==> src/rtl/hba_seq_pkg.sv <==
// Shared opcodes, FSM encodings and command field layout for the HBA master sequencer.
// Command word, MSB first: {op, core, reg, data, mask}.
package hba_seq_pkg;

  localparam int unsigned OpWidth      = 3;
  localparam int unsigned MaskFieldLsb = 0;

  typedef enum logic [2:0] {
    OpEnd   = 3'd0,
    OpWrite = 3'd1,
    OpRead  = 3'd2,
    OpPoll  = 3'd3,
    OpWait  = 3'd4
  } op_e;

  typedef enum logic [2:0] {
    StIdle,
    StFetch,
    StDecode,
    StXfer,
    StDelay,
    StDone,
    StError
  } seq_state_e;

  typedef enum logic [1:0] {
    MstIdle,
    MstReq,
    MstXfer
  } mst_state_e;

  function automatic int unsigned data_field_lsb(int unsigned dbus_width);
    return dbus_width;
  endfunction

  // The reg field sits directly above data; core sits above reg, so {core, reg} is the bus address.
  function automatic int unsigned reg_field_lsb(int unsigned dbus_width);
    return 2 * dbus_width;
  endfunction

  function automatic int unsigned op_field_lsb(int unsigned dbus_width, int unsigned addr_width);
    return 2 * dbus_width + addr_width;
  endfunction

endpackage

==> src/rtl/hba_master.sv <==
// Single-transaction HBA bus master: request, wait for grant, drive the cycle until xferack.
// Bus outputs are all zero whenever no transaction is in flight.
module hba_master
  import hba_seq_pkg::*;
#(
  parameter int unsigned AddrWidth = 12,
  parameter int unsigned DataWidth = 8
) (
  input  logic                 clk_i,
  input  logic                 rst_i,
  input  logic                 app_en_strobe_i,
  input  logic                 app_rnw_i,
  input  logic [AddrWidth-1:0] app_addr_i,
  input  logic [DataWidth-1:0] app_wdata_i,
  output logic                 app_valid_o,
  output logic [DataWidth-1:0] app_rdata_o,
  output logic                 hba_mrequest_o,
  input  logic                 hba_mgrant_i,
  output logic [AddrWidth-1:0] hba_abus_o,
  output logic                 hba_rnw_o,
  output logic                 hba_select_o,
  output logic [DataWidth-1:0] hba_dbus_o,
  input  logic                 hba_xferack_i,
  input  logic [DataWidth-1:0] hba_dbus_i
);

  mst_state_e           state_q, state_d;
  logic [AddrWidth-1:0] addr_q;
  logic [DataWidth-1:0] wdata_q;
  logic [DataWidth-1:0] rdata_q;
  logic                 rnw_q;
  logic                 valid_q;
  logic                 xfer_done;

  assign xfer_done = (state_q == MstXfer) && hba_xferack_i;

  always_comb begin
    state_d = state_q;
    case (state_q)
      MstIdle: if (app_en_strobe_i) state_d = MstReq;
      MstReq:  if (hba_mgrant_i)    state_d = MstXfer;
      MstXfer: if (hba_xferack_i)   state_d = MstIdle;
      default: state_d = MstIdle;
    endcase
  end

  // Active-high reset so the bus drops as soon as the system reset is asserted.
  always_ff @(posedge clk_i or posedge rst_i) begin
    if (rst_i) begin
      state_q <= MstIdle;
      addr_q  <= '0;
      wdata_q <= '0;
      rdata_q <= '0;
      rnw_q   <= 1'b0;
      valid_q <= 1'b0;
    end else begin
      state_q <= state_d;
      valid_q <= xfer_done;
      if ((state_q == MstIdle) && app_en_strobe_i) begin
        addr_q  <= app_addr_i;
        wdata_q <= app_wdata_i;
        rnw_q   <= app_rnw_i;
      end
      if (xfer_done && rnw_q) begin
        rdata_q <= hba_dbus_i;
      end
    end
  end

  assign app_valid_o    = valid_q;
  assign app_rdata_o    = rdata_q;
  assign hba_mrequest_o = (state_q != MstIdle);
  assign hba_select_o   = (state_q == MstXfer);
  assign hba_abus_o     = hba_select_o ? addr_q : '0;
  assign hba_rnw_o      = hba_select_o & rnw_q;
  assign hba_dbus_o     = (hba_select_o && !rnw_q) ? wdata_q : '0;

endmodule

==> src/rtl/hba_master_seq.sv <==
// Command-ROM driven sequencer issuing WRITE/READ/POLL/WAIT operations over the HBA master port.
// Sequencing lives here; the bus handshake is delegated to hba_master.
module hba_master_seq
  import hba_seq_pkg::*;
#(
  parameter int unsigned DBUS_WIDTH        = 8,
  parameter int unsigned PERIPH_ADDR_WIDTH = 4,
  parameter int unsigned REG_ADDR_WIDTH    = 8,
  parameter int unsigned PC_WIDTH          = 6,
  parameter int unsigned POLL_LIMIT        = 255,
  localparam int unsigned ADDR_WIDTH       = PERIPH_ADDR_WIDTH + REG_ADDR_WIDTH,
  localparam int unsigned CMD_WIDTH        = OpWidth + ADDR_WIDTH + 2 * DBUS_WIDTH
) (
  input  logic                  hba_clk,
  input  logic                  hba_reset_n,
  input  logic [DBUS_WIDTH-1:0] hba_dbus,
  input  logic                  hba_xferack,
  input  logic                  hba_mgrant,
  output logic                  hba_mrequest,
  output logic [ADDR_WIDTH-1:0] hba_abus_master,
  output logic                  hba_rnw_master,
  output logic                  hba_select_master,
  output logic [DBUS_WIDTH-1:0] hba_dbus_master,
  input  logic                  seq_start,
  output logic [PC_WIDTH-1:0]   seq_pc,
  input  logic [CMD_WIDTH-1:0]  seq_cmd,
  output logic                  seq_busy,
  output logic                  seq_done,
  output logic                  seq_error,
  output logic [DBUS_WIDTH-1:0] seq_rdata
);

  localparam int unsigned DataLsb = data_field_lsb(DBUS_WIDTH);
  localparam int unsigned RegLsb  = reg_field_lsb(DBUS_WIDTH);
  localparam int unsigned OpLsb   = op_field_lsb(DBUS_WIDTH, ADDR_WIDTH);
  localparam int unsigned PollW   = (POLL_LIMIT > 1) ? $clog2(POLL_LIMIT) : 1;

  localparam logic [PollW-1:0]      PollLast = PollW'(POLL_LIMIT - 1);
  localparam logic [PollW-1:0]      PollOne  = PollW'(1);
  localparam logic [PC_WIDTH-1:0]   PcMax    = '1;
  localparam logic [PC_WIDTH-1:0]   PcOne    = PC_WIDTH'(1);
  localparam logic [DBUS_WIDTH-1:0] CntOne   = DBUS_WIDTH'(1);

  logic [1:0]            rst_sync_q;
  logic                  rst_n_sync;
  seq_state_e            state_q, state_d;
  logic [PC_WIDTH-1:0]   pc_q, pc_d;
  logic [CMD_WIDTH-1:0]  cmd_q, cmd_d;
  logic [DBUS_WIDTH-1:0] wait_cnt_q, wait_cnt_d;
  logic [PollW-1:0]      poll_cnt_q, poll_cnt_d;
  logic [DBUS_WIDTH-1:0] rdata_q, rdata_d;
  logic                  start_q;
  logic                  start_rise;
  logic                  advance;
  logic                  app_en_strobe;
  logic                  app_valid_out;
  logic [DBUS_WIDTH-1:0] app_rdata;
  op_e                   op;
  logic [ADDR_WIDTH-1:0] cmd_addr;
  logic [DBUS_WIDTH-1:0] cmd_data;
  logic [DBUS_WIDTH-1:0] cmd_mask;
  logic                  poll_match;

  // Assertion is asynchronous; release is retimed through two flops.
  always_ff @(posedge hba_clk or negedge hba_reset_n) begin
    if (!hba_reset_n) begin
      rst_sync_q <= 2'b00;
    end else begin
      rst_sync_q <= {rst_sync_q[0], 1'b1};
    end
  end
  assign rst_n_sync = rst_sync_q[1];

  assign op         = op_e'(cmd_q[OpLsb +: OpWidth]);
  assign cmd_addr   = cmd_q[RegLsb +: ADDR_WIDTH];
  assign cmd_data   = cmd_q[DataLsb +: DBUS_WIDTH];
  assign cmd_mask   = cmd_q[MaskFieldLsb +: DBUS_WIDTH];
  assign poll_match = ((app_rdata ^ cmd_data) & cmd_mask) == '0;
  assign start_rise = seq_start & ~start_q;

  always_comb begin
    state_d       = state_q;
    pc_d          = pc_q;
    cmd_d         = cmd_q;
    wait_cnt_d    = wait_cnt_q;
    poll_cnt_d    = poll_cnt_q;
    rdata_d       = rdata_q;
    app_en_strobe = 1'b0;
    advance       = 1'b0;

    case (state_q)
      StIdle, StDone, StError: begin
        if (start_rise) begin
          pc_d    = '0;
          state_d = StFetch;
        end
      end
      StFetch: begin
        cmd_d   = seq_cmd;
        state_d = StDecode;
      end
      StDecode: begin
        poll_cnt_d = '0;
        unique case (op)
          OpWrite, OpRead, OpPoll: begin
            app_en_strobe = 1'b1;
            state_d       = StXfer;
          end
          OpWait: begin
            wait_cnt_d = cmd_data;
            state_d    = StDelay;
          end
          OpEnd:   state_d = StDone;
          default: state_d = StError;
        endcase
      end
      StXfer: begin
        if (app_valid_out) begin
          if (op != OpWrite) begin
            rdata_d = app_rdata;
          end
          if (op != OpPoll || poll_match) begin
            advance = 1'b1;
          end else if (poll_cnt_q == PollLast) begin
            state_d = StError;
          end else begin
            // Re-issue the same POLL read; only one transaction is ever outstanding.
            poll_cnt_d    = poll_cnt_q + PollOne;
            app_en_strobe = 1'b1;
          end
        end
      end
      StDelay: begin
        if (wait_cnt_q == '0) begin
          advance = 1'b1;
        end else begin
          wait_cnt_d = wait_cnt_q - CntOne;
        end
      end
      default: state_d = StIdle;
    endcase

    // Running off the end of the ROM is a fault; pc stays on the last command.
    if (advance) begin
      if (pc_q == PcMax) begin
        state_d = StError;
      end else begin
        pc_d    = pc_q + PcOne;
        state_d = StFetch;
      end
    end
  end

  always_ff @(posedge hba_clk or negedge rst_n_sync) begin
    if (!rst_n_sync) begin
      state_q    <= StIdle;
      pc_q       <= '0;
      cmd_q      <= '0;
      wait_cnt_q <= '0;
      poll_cnt_q <= '0;
      rdata_q    <= '0;
      start_q    <= 1'b0;
    end else begin
      state_q    <= state_d;
      pc_q       <= pc_d;
      cmd_q      <= cmd_d;
      wait_cnt_q <= wait_cnt_d;
      poll_cnt_q <= poll_cnt_d;
      rdata_q    <= rdata_d;
      start_q    <= seq_start;
    end
  end

  assign seq_pc    = pc_q;
  assign seq_rdata = rdata_q;
  assign seq_done  = (state_q == StDone);
  assign seq_error = (state_q == StError);
  assign seq_busy  = (state_q == StFetch) || (state_q == StDecode) ||
                     (state_q == StXfer)  || (state_q == StDelay);

  hba_master #(
    .AddrWidth (ADDR_WIDTH),
    .DataWidth (DBUS_WIDTH)
  ) u_hba_master (
    .clk_i           (hba_clk),
    .rst_i           (~hba_reset_n),
    .app_en_strobe_i (app_en_strobe),
    .app_rnw_i       (op != OpWrite),
    .app_addr_i      (cmd_addr),
    .app_wdata_i     (cmd_data),
    .app_valid_o     (app_valid_out),
    .app_rdata_o     (app_rdata),
    .hba_mrequest_o  (hba_mrequest),
    .hba_mgrant_i    (hba_mgrant),
    .hba_abus_o      (hba_abus_master),
    .hba_rnw_o       (hba_rnw_master),
    .hba_select_o    (hba_select_master),
    .hba_dbus_o      (hba_dbus_master),
    .hba_xferack_i   (hba_xferack),
    .hba_dbus_i      (hba_dbus)
  );

endmodule

==> config.mk <==
export PLATFORM = sky130hd
export DESIGN_NAME = hba_master_seq
export DESIGN_NICKNAME = d
export VERILOG_FILES = /design/src/rtl/hba_seq_pkg.sv /design/src/rtl/hba_master.sv /design/src/rtl/hba_master_seq.sv
export SDC_FILE = /design/constraint.sdc
export NUM_CORES = 1
export LEC_CHECK = 0
export CAP_MARGIN = 20
export CORE_ASPECT_RATIO = 0.8
export CORE_MARGIN = 2
export CORE_UTILIZATION = 30
export CTS_BUF_LIST = sky130_fd_sc_hd__clkbuf_4
export DETAILED_ROUTE_END_ITERATION = 12
export DONT_BUFFER_PORTS = 1
export GPL_TIMING_DRIVEN = 1
export PLACE_DENSITY = 0.55
export SLEW_MARGIN = 10
export SYNTH_ARGS = -nofsm -noshare
export SYNTH_HDL_FRONTEND = slang
export SYNTH_SLANG_ARGS = --single-unit
==> constraint.sdc <==
create_clock -name hba_clk -period 2.3 [get_ports hba_clk]
set_input_delay 0.345 -clock hba_clk [delete_from_list [all_inputs] [get_ports hba_clk]]
set_output_delay 0.345 -clock hba_clk [all_outputs]
set_load 0.03 [all_outputs]
======== Word level (Yosys, flattened, before mapping) ========
Cells that the tools add are included.
operators by class
  add/subtract/negate cells ............... 3
  $mul .................................... 0
  div/mod/pow operators ................... 0
  magnitude comparators ................... 0
  equality and inequality tests ........... 29
  shifts and indexed selects .............. 0
  mux-type cells .......................... 34
  bitwise operators ....................... 5
  reduce and logical (&&, ||, !) cells .... 24
operators by type and width
  kind                   count
  $mux W8                6
  $pmux W8 S2            2
  $mux W6                4
  $mux W3                6
  $logic_not A8 Y1       2
  $pmux W3 S5            1
  $eq A3 B2 Y1 const B   4
  $eq A3 B3 Y1 const B   4
  $mux W12               1
  $ne A2 B2 Y1 const B   6
  $ne A3 B3 Y1 const B   3
  $pmux W3 S3            1
  $reduce_and A3 Y1      3
  $add A8 B1 Y8 const B  1
  $and A8 B8 Y8          1
  $eq A8 B8 Y1 const B   1
  $sub A8 B1 Y8 const B  1
  $xor A8 B8 Y8          1
  $mux W1                7
  $add A6 B1 Y6 const B  1
  $eq A3 B1 Y1 const B   2
  $eq A6 B6 Y1 const B   1
  $logic_not A3 Y1       2
  $mux W2                3
  other kinds (17)       31
word-level totals
  bits in registers ....................... 99
  bits in latches ......................... 0
  bits in writable memories ............... 0
  memory bits (read-only) ................. 0
  bits of input ports ..................... 44
  output and inout port bits .............. 40
  memories kept ........................... 0

======== Longest topological paths before layout ========
  depth after elaboration ................. 9
  mapped depth ............................ 9
  gate-level depth less buffers ........... 8

======== Hierarchy ========
From an unflattened synthesis, not the netlist that was laid out.
second synthesis, totals
  cell total of the unflattened synthesis .. 393
  area total of the unflattened synthesis .. 4645.7 µm²
modules (own cells, without submodules)
  module          instances  cells each  area each (µm²)  sequential area each (µm²)
  hba_master_seq  1          295         3261.9           1676.6
  hba_master      1          98          1383.8           800.8

======== Worst setup path before layout ========
OpenSTA, ideal clock, no wires.
  path kind ............................... register -> register
  start ................................... register cmd_q[11]
  end ..................................... register u_hba_master.addr_q[2]
  arrival ................................. 1.937 ns
  setup slack ............................. 0.239 ns
  cell stages (with the launch flop) ...... 9
  path buffers ............................ 2
  clock period less this slack ............ 2.061 ns
  cell sequence ........................... dfrtp_1 -> xor2_1 -> a22oi_1 -> and4_1 -> buf_2 -> nor2_1 -> o211ai_1 -> buf_2 -> mux2_2
on the way
  longest elaborated chain between the ends .. 8
ends and longest elaborated chain
  what                      RTL line               source
  start: declaration        hba_master_seq.sv:48   logic [CMD_WIDTH-1:0] cmd_q, cmd_d;
  start signal: assignment  hba_master_seq.sv:166  cmd_q <= cmd_d;
  $xor A8 B8 Y8             hba_master_seq.sv:78   assign poll_match = ((app_rdata ^ cmd_data) & cmd_mask) == '0;
  $and A8 B8 Y8             hba_master_seq.sv:78
  $logic_not A8 Y1          hba_master_seq.sv:78
  $logic_or A1 B1 Y1        hba_master_seq.sv:122  if (op != OpPoll || poll_match) begin
  $mux W1                   hba_master_seq.sv:122
  $mux W1                   hba_master_seq.sv:118  if (app_valid_out) begin
  $pmux W1 S2               hba_master_seq.sv:91   case (state_q)
  $logic_and A1 B1 Y1       hba_master.sv:59       if ((state_q == MstIdle) && app_en_strobe_i) begin
  end signal: assignment    hba_master.sv:60       addr_q <= app_addr_i;
  end: declaration          hba_master.sv:28       logic [AddrWidth-1:0] addr_q;
No other way between the ends.
A chain may end at the register's enable or synchronous reset.

======== Final worst setup path ========
  start ................................... register state_q[2]
  end ..................................... register poll_cnt_q[5]
on the way
  longest elaborated chain between the ends .. 3
  elaborated cells on any way between the ends .. 8
ends and longest elaborated chain
  what                                                   RTL line               source
  start: declaration                                     hba_master_seq.sv:46   seq_state_e state_q, state_d;
  start signal: assignment                               hba_master_seq.sv:156  state_q <= StIdle;
  start signal: assignment                               hba_master_seq.sv:164  state_q <= state_d;
  $eq A3 B2 Y1                                           hba_master_seq.sv:91
  $ne A2 B1 Y1 (no source line) (tied with other cells)  --
  $reduce_and A4 Y1 (no source line)                     --
  end signal: assignment                                 hba_master_seq.sv:168  poll_cnt_q <= poll_cnt_d;
  end: declaration                                       hba_master_seq.sv:50   logic [PollW-1:0] poll_cnt_q, poll_cnt_d;
Parallel ways exist; a longest one is shown, timed or not.

==> results.cfg <==
[status]
run_status = complete, no violations

[placement]
place.gp.congestion = 0.800
port_buffers = 0
dp_hpwl_mm = 7.73
place_ws_ns = 0.0688

[routing]
viasPerCell = 4.97
first_iter_violations = 160
drt-pass1-iter-count = 4
routed_wirelength_mm = 11.1
via_count = 3257
met2_length_mm = 5.13
route.met3.wl_um = 652
drc = 0
wl_met1_mm = 5.17
wl_per_cell_um = 16.9
highest_layer = met4
ant_nets = 0

[hold_path]
hp-class = register to asynchronous set/reset pin

[setup_path]
crit_path_max_fanout = 16
cp_slowest_cell = or4_1
startpoint_type = register
path_class = register to register
r2r-end = poll_cnt_q[5]
endpoint = poll_cnt_q[5]
cp.required_ns = 2.70
end_kind = register
r2r_slack_ns = 0.09
slowest_delay_ns = 0.49
crit_chain = and3b_4, nand2_2, or3_4, o21ba_4, or4_1, a21oi_1
worstSetupStartpoint = state_q[2]
r2r_cells = 6
critPathArrivalTime_ns = 2.61
r2r-start = state_q[2]

[power_and_ir_drop]
power.density_nw_per_um2 = 1190
clock_power_share_pct = 13.7
pwr-share-comb_pct = 41.6
p_int_uw = 4230
seq_power_share_pct = 44.7
sw_frac_of_total_pct = 38.3
irDropWorstVdd_mv = 0.623
switchingPower_uw = 2620
power_leakage_uw = 0.00247

[logic_synthesis]
synth_edf_count = 0
async_flop_share_pct = 100
yosys.area.top_type_share_pct = 53.9
synth_area_um2 = 4600
ys_seq_area_share_pct = 53.9
dominantRegCellSynth = dfrtp_1
yosysTopAreaCell = dfrtp_1
ys_types = 49
synthCells = 386
syn_avg_cell_area_um2 = 11.9
synth_warnings = 0
synth_area_leaders = dfrtp_1 54%, mux2_2 16%, and2_1 3.5%
ys_ff_latch = 99
syn-num-nets = 435

[cts]
htreeDepth = 3
tritoncts = built
root_buffer = clkbuf_4
numCtsBuffers = 9
clkTransAtPathRegs_ns = 0.16
cts.sinks = 99
clk_path_buf_depth = 2
clock_latency_ns = 0.49

[layout]
fin_util_pct = 38.2
final_common_cell = dfrtp_1
drive_above_1_share_pct = 28.2
syn_to_final_growth_pct = 24.8
layout_common_cells = 98 x dfrtp_1, 67 x mux2_2, 43 x dlygate4sd3_1
nNetsFinal = 509

[global_routing]
grt_pass1_vias = 3368
grt_usage_pct = 14.3
grt_pass1_wl_mm = 17.8
grt_max_degree = 54
antenna_found_initial = 1
overflow = 0

[timing]
drv_slew = 0
max_freq_mhz = 452
hold_viol_final = 0
fin_crit_ns = 2.21
worst_slew_pin_slew_ns = 0.519
post-route-worst-setup-slack_ns = 0.0899
setup_viol = 0
post-route-period-util_pct = 96.1
final.setup_skew_ns = 0.0268
slew_headroom_pct = 65.4

[floorplan]
die_height_um = 115
die_x_um = 142
rows = 40
fp.coreArea_um2 = 15000
die_area_um2 = 16300
ioPinCount = 84
initial_core_util_pct = 30.6

[flow_run]
drv_cap = 0
kinds of logic (layout without fill, tap and decap cells):
group                      Yosys count  after routing  synth area share (%)
adders and majority gates            5              5                  1.36
buffers and inverters               25            104                  2.39
and+or+nand+nor                    110            110                  13.8
xor gates and xnor gates            11             11                  2.10
muxes                               69             69                  16.9
AOI/OAI and AO/OA                   66             66                  9.52
other                                1              2                0.0816
DFF                                 99             99                  53.9
final cells by class:
cell class | count | area [µm²]
well taps | 189 | 236
clock buffers | 9 | 67.6
clock inverters | 7 | 67.6
inverters | 10 | 37.5
repair buffers | 78 | 815
flip-flops and latches | 99 | 2480
fillers | 1475 | 9280
diodes | 1 | 2.50
multi-input cells | 262 | 2030
what timing repair did:
action,CTS,global route
endpoints found under the setup margin,8,16
resized for setup,1,5
buffers inserted,0,1
hold buffers,44,0
cloned,0,1
pin swaps,0,1
hold endpoints to repair,77,0
flip-flops by register name, summed over array words and instances (netlist names):
register / cells
cmd_q: 31
u_hba_master.addr_q: 12
poll_cnt_q: 8
seq_rdata: 8
u_hba_master.app_rdata_o: 8
u_hba_master.wdata_q: 8
wait_cnt_q: 8
seq_pc: 6
state_q: 3
rst_sync_q: 2
u_hba_master.state_q: 2
start_q: 1
u_hba_master.app_valid_o: 1
u_hba_master.rnw_q: 1
cell usage after synthesis (all sizes together), types with 2 or more instances:
library cell / number
clkbuf: 7
o21ba: 2
or3: 4
mux2: 69
or4: 4
a21o: 2
and2: 26
nor3b: 6
o211ai: 4
nand3: 8
ha: 5
nor2b: 5
a22oi: 6
buf: 8
inv: 10
o31ai: 4
a21oi: 13
nor2: 18
nand3b: 3
nand2b: 5
a31oi: 4
a221o: 3
nor3: 8
nand2: 12
xor2: 9
dfrtp: 99
xnor2: 2
o21ai: 19
a211oi: 2
and3: 3
nand4: 3
o22a: 3
power groups by stage:
| stage | clock network (µW) | logic [µW] | registers, µW |
|---|---|---|---|
| after CTS | 985 | 2830 | 3070 |
| final | 937 | 2850 | 3060 |
| after floorplan | 0 | 2030 | 2970 |
| after global placement | 0 | 2670 | 3080 |
| after global routing | 1050 | 3140 | 3160 |
| after detailed placement | 0 | 2750 | 3110 |
per-stage QoR:
stage	power (µW)	hold slack (ns)	instance area (µm²)	setup TNS, ns	std cells
CTS	6890	0.147	5700	0	652
finish	6850	0.165	5740	0	655
detailed placement	5850	0.0503	5110	0	592
floorplan	5000	0.0494	4600	0	386
global placement	5750	0.0504	5110	0	592
global route	7350	0.167	5730	-0.00801	654
worst max-delay path, delay by kind of cell (launching register included):
kind            cells  cell delay [ns]
compound gates      2             0.41
flops               1             0.41
simple gates        4             1.31
how the worst min path moves through the flow:
stage	end	cells past startpoint
after CTS	seq_pc[0]	3
after global routing	seq_pc[0]	3
final	seq_rdata[7]	0
after floorplan	rst_sync_q[0]	0
after detailed placement	u_hba_master.app_rdata_o[4]	0
after global placement	u_hba_master.app_rdata_o[4]	0
routing by layer:
metal	track usage, %	up-vias
li1	-	1538
met1	18.0	1632
met2	23.4	76
met3	5.50	11
met4	3.63	0
met5	0	-
Power figures use the tool's default switching activity.
